===== config.mk =====
export PLATFORM = sky130hd
export DESIGN_NAME = signal_phase_sched
export DESIGN_NICKNAME = d
export VERILOG_FILES = /design/src/rtl/signal_phase_sched.sv
export SDC_FILE = /design/constraint.sdc
export NUM_CORES = 1
export LEC_CHECK = 0
export BUFFER_PORTS_ARGS = -buffer_cell sky130_fd_sc_hd__buf_4
export CAP_MARGIN = 20
export CELL_PAD_IN_SITES_DETAIL_PLACEMENT = 1
export CELL_PAD_IN_SITES_GLOBAL_PLACEMENT = 2
export CORE_MARGIN = 1.5
export CORE_UTILIZATION = 34
export DETAILED_ROUTE_END_ITERATION = 6
export GPL_ROUTABILITY_DRIVEN = 0
export PLACE_DENSITY = 0.82
export SETUP_SLACK_MARGIN = 0.4
export SLEW_MARGIN = 20
export SYNTH_ARGS = -nofsm -noshare
export SYNTH_HDL_FRONTEND = slang
export SYNTH_SLANG_ARGS = --single-unit

===== constraint.sdc =====
create_clock -name clk -period 2.68 [get_ports clk]
set_clock_uncertainty 0.15 [all_clocks]
set_input_delay 0.134 -clock clk [delete_from_list [all_inputs] [get_ports clk]]
set_output_delay 0.134 -clock clk [all_outputs]
set_load 0.01 [all_outputs]

===== src/rtl/signal_phase_sched.sv =====
// Two-road intersection phase scheduler.
// Sequences NS/EW lights through green, yellow and all-red phases on the 1 s
// tick. A debounced congestion flag picks which road gets the long green, and
// the mode is only adopted when the cycle wraps back to NS green. force_red
// preempts everything into an all-red HOLD. Every output is registered.
module signal_phase_sched #(
    parameter int GREEN_LONG  = 30,
    parameter int GREEN_SHORT = 10,
    parameter int YELLOW_T    = 3,
    parameter int ALLRED_T    = 1,
    parameter int FILTER_N    = 4
) (
    input  logic       clk,
    input  logic       reset,
    input  logic       tick_sec,
    input  logic       congest_valid,
    input  logic       congest_sel,
    input  logic       force_red,
    output logic [1:0] light_ns,
    output logic [1:0] light_ew,
    output logic       tr_mode,
    output logic [4:0] remain_sec,
    output logic       phase_valid,
    output logic       mode_valid
);

    typedef enum logic [2:0] {
        NS_GREEN  = 3'd0,
        NS_YELLOW = 3'd1,
        RED_A     = 3'd2,
        EW_GREEN  = 3'd3,
        EW_YELLOW = 3'd4,
        RED_B     = 3'd5,
        HOLD      = 3'd6
    } phase_t;

    localparam logic [1:0] LIGHT_RED    = 2'b00;
    localparam logic [1:0] LIGHT_YELLOW = 2'b01;
    localparam logic [1:0] LIGHT_GREEN  = 2'b10;

    // Counter must be able to hold FILTER_N-1 before the final agreeing sample.
    localparam int CNT_W = (FILTER_N < 2) ? 1 : $clog2(FILTER_N + 1);

    phase_t           state_reg, state_next;
    phase_t           entry_target;
    logic             enter_phase;
    logic [4:0]       remain_reg, remain_next;
    logic             phase_valid_reg, phase_valid_next;
    logic             tr_mode_reg, tr_mode_next;
    logic             mode_valid_reg, mode_valid_next;
    logic [1:0]       light_ns_reg, light_ns_next;
    logic [1:0]       light_ew_reg, light_ew_next;
    logic             pend_mode_reg, pend_mode_next;
    logic [CNT_W-1:0] agree_cnt_reg, agree_cnt_next;

    // Duration loaded on entry; mode 1 favours the main (NS) road.
    function automatic logic [4:0] phase_duration(input phase_t p, input logic mode);
        case (p)
            NS_GREEN:            return mode ? 5'(GREEN_LONG) : 5'(GREEN_SHORT);
            EW_GREEN:            return mode ? 5'(GREEN_SHORT) : 5'(GREEN_LONG);
            NS_YELLOW, EW_YELLOW: return 5'(YELLOW_T);
            RED_A, RED_B:        return 5'(ALLRED_T);
            default:             return 5'd0;
        endcase
    endfunction

    // Normal ring order; HOLD never advances on a tick.
    function automatic phase_t phase_successor(input phase_t p);
        case (p)
            NS_GREEN:  return NS_YELLOW;
            NS_YELLOW: return RED_A;
            RED_A:     return EW_GREEN;
            EW_GREEN:  return EW_YELLOW;
            EW_YELLOW: return RED_B;
            RED_B:     return NS_GREEN;
            default:   return RED_B;
        endcase
    endfunction

    // State register plus all registered outputs and the congestion filter.
    always_ff @(posedge clk or posedge reset) begin
        if (reset) begin
            state_reg       <= RED_B;
            remain_reg      <= 5'(ALLRED_T);
            phase_valid_reg <= 1'b0;
            tr_mode_reg     <= 1'b0;
            mode_valid_reg  <= 1'b0;
            light_ns_reg    <= LIGHT_RED;
            light_ew_reg    <= LIGHT_RED;
            pend_mode_reg   <= 1'b0;
            agree_cnt_reg   <= '0;
        end else begin
            state_reg       <= state_next;
            remain_reg      <= remain_next;
            phase_valid_reg <= phase_valid_next;
            tr_mode_reg     <= tr_mode_next;
            mode_valid_reg  <= mode_valid_next;
            light_ns_reg    <= light_ns_next;
            light_ew_reg    <= light_ew_next;
            pend_mode_reg   <= pend_mode_next;
            agree_cnt_reg   <= agree_cnt_next;
        end
    end

    // Phase sequencing: preemption first, then HOLD release, then countdown.
    always_comb begin
        state_next       = state_reg;
        remain_next      = remain_reg;
        phase_valid_next = 1'b0;
        tr_mode_next     = tr_mode_reg;
        mode_valid_next  = 1'b0;
        enter_phase      = 1'b0;
        entry_target     = state_reg;

        if (force_red) begin
            if (state_reg != HOLD) begin
                state_next       = HOLD;
                remain_next      = 5'd0;
                phase_valid_next = 1'b1;
            end
        end else if (state_reg == HOLD) begin
            enter_phase  = 1'b1;
            entry_target = RED_B;
        end else if (tick_sec) begin
            if (remain_reg > 5'd1) begin
                remain_next = remain_reg - 5'd1;
            end else begin
                enter_phase  = 1'b1;
                entry_target = phase_successor(state_reg);
            end
        end

        if (enter_phase) begin
            state_next       = entry_target;
            phase_valid_next = 1'b1;
            // The pending mode as it stood before this cycle's sample is adopted.
            if (entry_target == NS_GREEN) begin
                tr_mode_next    = pend_mode_reg;
                mode_valid_next = (pend_mode_reg != tr_mode_reg);
            end
            remain_next = phase_duration(entry_target, tr_mode_next);
        end
    end

    // Light decode of the upcoming state so the lights are registered too.
    always_comb begin
        light_ns_next = LIGHT_RED;
        light_ew_next = LIGHT_RED;
        case (state_next)
            NS_GREEN:  light_ns_next = LIGHT_GREEN;
            NS_YELLOW: light_ns_next = LIGHT_YELLOW;
            EW_GREEN:  light_ew_next = LIGHT_GREEN;
            EW_YELLOW: light_ew_next = LIGHT_YELLOW;
            default: begin
                light_ns_next = LIGHT_RED;
                light_ew_next = LIGHT_RED;
            end
        endcase
    end

    // Congestion debounce: FILTER_N consecutive disagreeing samples flip pend_mode.
    always_comb begin
        pend_mode_next = pend_mode_reg;
        agree_cnt_next = agree_cnt_reg;
        if (congest_valid) begin
            if (congest_sel == pend_mode_reg) begin
                agree_cnt_next = '0;
            end else if (agree_cnt_reg == CNT_W'(FILTER_N - 1)) begin
                pend_mode_next = congest_sel;
                agree_cnt_next = '0;
            end else begin
                agree_cnt_next = agree_cnt_reg + 1'b1;
            end
        end
    end

    assign light_ns    = light_ns_reg;
    assign light_ew    = light_ew_reg;
    assign tr_mode     = tr_mode_reg;
    assign remain_sec  = remain_reg;
    assign phase_valid = phase_valid_reg;
    assign mode_valid  = mode_valid_reg;

endmodule

=== Word level (Yosys, flattened, before mapping) ===
Cells that the tools add are included.

* Register bits after elaboration: 19
* Input port bits: 6
* Output and inout port bits: 12
* Word-level logic and storage cells: 73

* $add $sub $neg: 2
* Order comparisons: 1
* Eq/ne operators: 19
* Muxes and demuxes: 32
* Bitwise gates (word level): 1
* Reductions and logical operators: 9

{| class="wikitable"
|+ Operator list
! cell !! number
|-
| $mux 5 || 8
|-
| $mux 3 || 9
|-
| $pmux 5 s4 || 1
|-
| $eq 3x2->1 const B || 6
|-
| $eq 3x3->1 const B || 5
|-
| $pmux 3 s5 || 1
|-
| $mux 1 || 11
|-
| $eq 3x1->1 const B || 3
|-
| $logic_not 3->1 || 3
|-
| $pmux 2 s2 || 2
|-
| $ne 3x3->1 const B || 2
|-
| $reduce_bool 3->1 || 2
|-
| $gt 5x1->1 const B || 1
|-
| $sub 5x1->5 const B || 1
|-
| $reduce_and 4->1 || 1
|-
| $reduce_or 2->1 || 2
|-
| $add 3x1->3 const B || 1
|-
| $ne 3x1->1 const B || 1
|-
| $reduce_and 3->1 || 1
|-
| $eq 1x1->1 || 1
|-
| $ne 1x1->1 || 1
|-
| $not 1->1 || 1
|}

=== Logic depth before layout (Yosys ltp) ===
* Depth after elaboration: 12
* Mapped depth: 7
* Depth with buffers taken out: 6

=== Worst setup path after synthesis ===
No wires, ideal clock.

* Kind: register to register
* Start: reg remain_reg[0] (netlist: remain_sec[0])
* End: reg remain_reg[3] (netlist: remain_sec[3])
* Setup time: 0.122 ns
* Data arrival time: 1.814 ns
* Data required time: 2.408 ns
* Path slack: 0.595 ns
* Cell stages (with the launch flop): 6
* Buffers on the path: 0
* Clock period less this slack: 2.085 ns
* Path through: dfstp_2 ha_1 o21ba_2 or4_4 a21boi_1 a32o_1

* Cells in the longest elaborated chain, start to end: 9

{| class="wikitable"
|+ Ends and longest elaborated chain
! item !! RTL line !! text
|-
| start: declaration || 47 || <nowiki>logic [4:0] remain_reg, remain_next;</nowiki>
|-
| start signal: assignment || 84 || <nowiki>remain_reg <= 5'(ALLRED_T);</nowiki>
|-
| start signal: assignment || 94 || <nowiki>remain_reg <= remain_next;</nowiki>
|-
| $gt 5x1->1 || 125 || <nowiki>if (remain_reg > 5'd1) begin</nowiki>
|-
| $mux 3 || 125 ||
|-
| $mux 3 || 124 || <nowiki>end else if (tick_sec) begin</nowiki>
|-
| $mux 3 || 121 || <nowiki>end else if (state_reg == HOLD) begin</nowiki>
|-
| $mux 3 || 115 || <nowiki>if (force_red) begin</nowiki>
|-
| $eq 3x2->1, or another cell as far along || 58 || <nowiki>case (p)</nowiki>
|-
| $reduce_or 2->1 || 58 ||
|-
| $pmux 5 s4 || 58 ||
|-
| $mux 5 || 133 || <nowiki>if (enter_phase) begin</nowiki>
|}

Several ways; a longest one is shown, not always the timed one. The select of a mux whose other input is x is not followed.
A chain may end at the register's enable or synchronous reset.

=== Worst setup path after layout ===
Ends and elaborated chain as after synthesis.

==> flow_summary.toml <==
[logic_synthesis]
yosysMostFrequentCell = "dfrtp_1"
synthCells = 113
ys_ff_latch = 19
synth_area_leaders = "dfrtp_1 35%, dfstp_2 7.0%, xnor2_1 4.6%"
synth_edf_count = 0
synth.distinct_cells = 49
async_reset_ff_frac = 1.000
yosys.area.top_type = "dfrtp_1"
ys.warnings.count = 0
syn_avg_cell_area_um2 = 10.01
synth_flop_cell = "dfrtp_1"
syn_area_um2 = 1131
ys_seq_area_frac = 0.4237
syn_nets = 122
synth_top_area_frac = 0.3540
synth_common_cells = "16 x dfrtp_1, 8 x nand2_1, 6 x a21oi_1, 6 x inv_1, 6 x xnor2_1"

[sta]
slew_headroom = 0.5216
finalSetupViolCount = 0
worst_pin_slew_ps = 716.9
post-route-min-period_ps = 2191
fin_crit_sh = 0.8175
tns_ps = 0
finalHoldViolCount = 0
rsz0062_at_grt = "true"
slew_viol_final = 0
fmax_ghz = 0.4564

[clock_tree]
path_clk_slew_ps = 120
clk_latency_ps = 310
clock-root-buffer = "clkbuf_4"
cts-buffers-inserted = 3
post-cts-setup-buffer-count = 0
cts_buffer_depth = 2
cts_tree = "yes"
clock_sinks = 19
h-tree-depth = 1

[layout]
fin_nets = 141
final_area_um2 = 1355
largest_reg_flops = 5
area_growth_pct = 19.80
drive_gt1_frac = 0.2748
stdcell_count = 175
antennaDiodeCount = 0

[power]
power_density_nw_per_um2 = 1135
p_leak_nw = 0.5811
p_total_w = 0.001538
peakVddDrop_uv = 383.4

[global_routing]
grt_util_met1 = 0.1865
grt_use_met2 = 0.3026
grt.met3_usage = 0.03198
grt_antenna_before_repair = 0
grt_pass1_wl_mm = 4.422
grt_max_degree = 20
first_global_vias = 980
grt-busiest-layer = "met2"
gr-total-overflow = 0
track_usage = 0.1609

[setup_path]
arrival_ps = 2240
timing.rr.start = "remain_sec[0]"
cp.required_ps = 2730
path_cells = "ha_1, o21ba_2, or4_4, a21boi_1, a32o_1"
cp-end-kind = "flop"
start_kind = "flop"
critical_path_class = "flop to flop"
r2r_slack_ps = 490
r2r_cells = 5
regToRegEndpoint = "remain_sec[3]"
slowest_delay_ps = 630
crit_fanout = 9
crit_slowest_cell = "dfstp_2"

[placed_design]
dpl_cell_area_um2 = 1275
dp_cells = 166
dp_hpwl_mm = 2.025
portBuffers = 17

[routing]
dr.pass1.iters = 3
ant_nets = 0
wire_per_inst_um = 15.28
dr.first_iter.drc_count = 23
route.detailed.drc = 0
via_per_inst = 5.497
dr_total_vias = 962
drt-total-wl_mm = 2.674

[floorplan]
placementRows = 20
num_io_pins = 18
die_w_um = 60.68
die-area_um2 = 3681
start_util = 0.3645
core_area_um2 = 3103
die_height_um = 60.68

[min_path]
hp-class = "input pin to async pin"

[run_status]
status = "completed"

[run]
drv_cap = 0
## worst max path at each step
stage                        startpoint       endpoint  slack [ps]
after floorplan           remain_sec[0]  remain_sec[3]         590
after global placement    remain_sec[0]  remain_sec[3]         590
after detailed placement  remain_sec[0]        tr_mode         480
after CTS                 remain_sec[0]        tr_mode         470
after global routing      remain_sec[0]        tr_mode         400
final                     remain_sec[0]  remain_sec[3]         490
## routing by layer
layer  part of all wire  vias up
li1                   -      455
met1               0.42      491
met2               0.54       14
met3              0.029        2
met4             0.0079        0
met5                  0        -
## cells by family after synthesis
family | after synthesis | share of synthesized area
xor gates and xnor gates | 6 | 0.04646
DFF | 19 | 0.4237
AOI/OAI and AO/OA | 31 | 0.2002
muxes | 2 | 0.01991
and+or+nand+nor | 38 | 0.2224
adders and majority gates | 3 | 0.03319
buffers and inverters | 14 | 0.05420
## power breakdown
part / internal [W] / switching [W]
combinational: 0.000428 / 0.000394
sequential: 0.000391 / 0.000174
clock: 0.0000558 / 0.0000943
total: 0.000875 / 0.000663
## final cells by class
class | count | area [um^2]
multi-input combinational | 80 | 591.8
tap | 44 | 55.05
clock buffer | 3 | 22.52
inverter | 6 | 22.52
timing repair buffer | 22 | 177.7
sequential | 19 | 480.5
fill | 380 | 1748
clock inverter | 1 | 5.005
## cell usage in the layout (no fill, tap or decap), drive strengths merged, types with 2 or more instances in the layout
master	Yosys	routed
o22ai	2	2
o2bb2ai	2	2
dfstp	3	3
nand2b	2	2
a21oi	6	6
mux2	2	2
nor4	2	2
a21boi	2	2
o21ai	3	3
o211ai	3	3
xnor2	6	6
buf	3	17
inv	6	6
and3b	2	2
nor2	2	2
nand2	8	8
dlygate4sd3	0	5
o2111ai	2	2
or4b	2	2
a211oi	2	2
clkbuf	5	3
and2	2	2
nor4b	2	2
nor3	2	2
nand3	5	5
dfrtp	16	16
ha	3	3
or3	2	2
## what timing repair did
| action | CTS | global route |
|---|---|---|
| endpoints found under the hold margin | 25 | 0 |
| setup endpoints to repair | 0 | 2 |
| gates resized for setup | 0 | 2 |
| hold buffers | 5 | 0 |
## through the flow
stage / setup slack (ps) / hold WS, ps / utilization
floorplan: 594.8 / -67.09 / -
global placement: 593.5 / 145.9 / 0.4109
detailed placement: 479.2 / 153.7 / 0.4109
CTS: 473.5 / 371.6 / 0.4359
global route: 397.9 / 388.4 / 0.4367
finish: 489.0 / 334.9 / 0.4367
## worst max-delay path, delay by kind of cell (launching register included)
kind | cells | cell delay, ps
simple gates | 1 | 530
compound gates | 3 | 560
flops | 1 | 630
fa+ha+maj | 1 | 190
(Power assumes the default switching activity.)
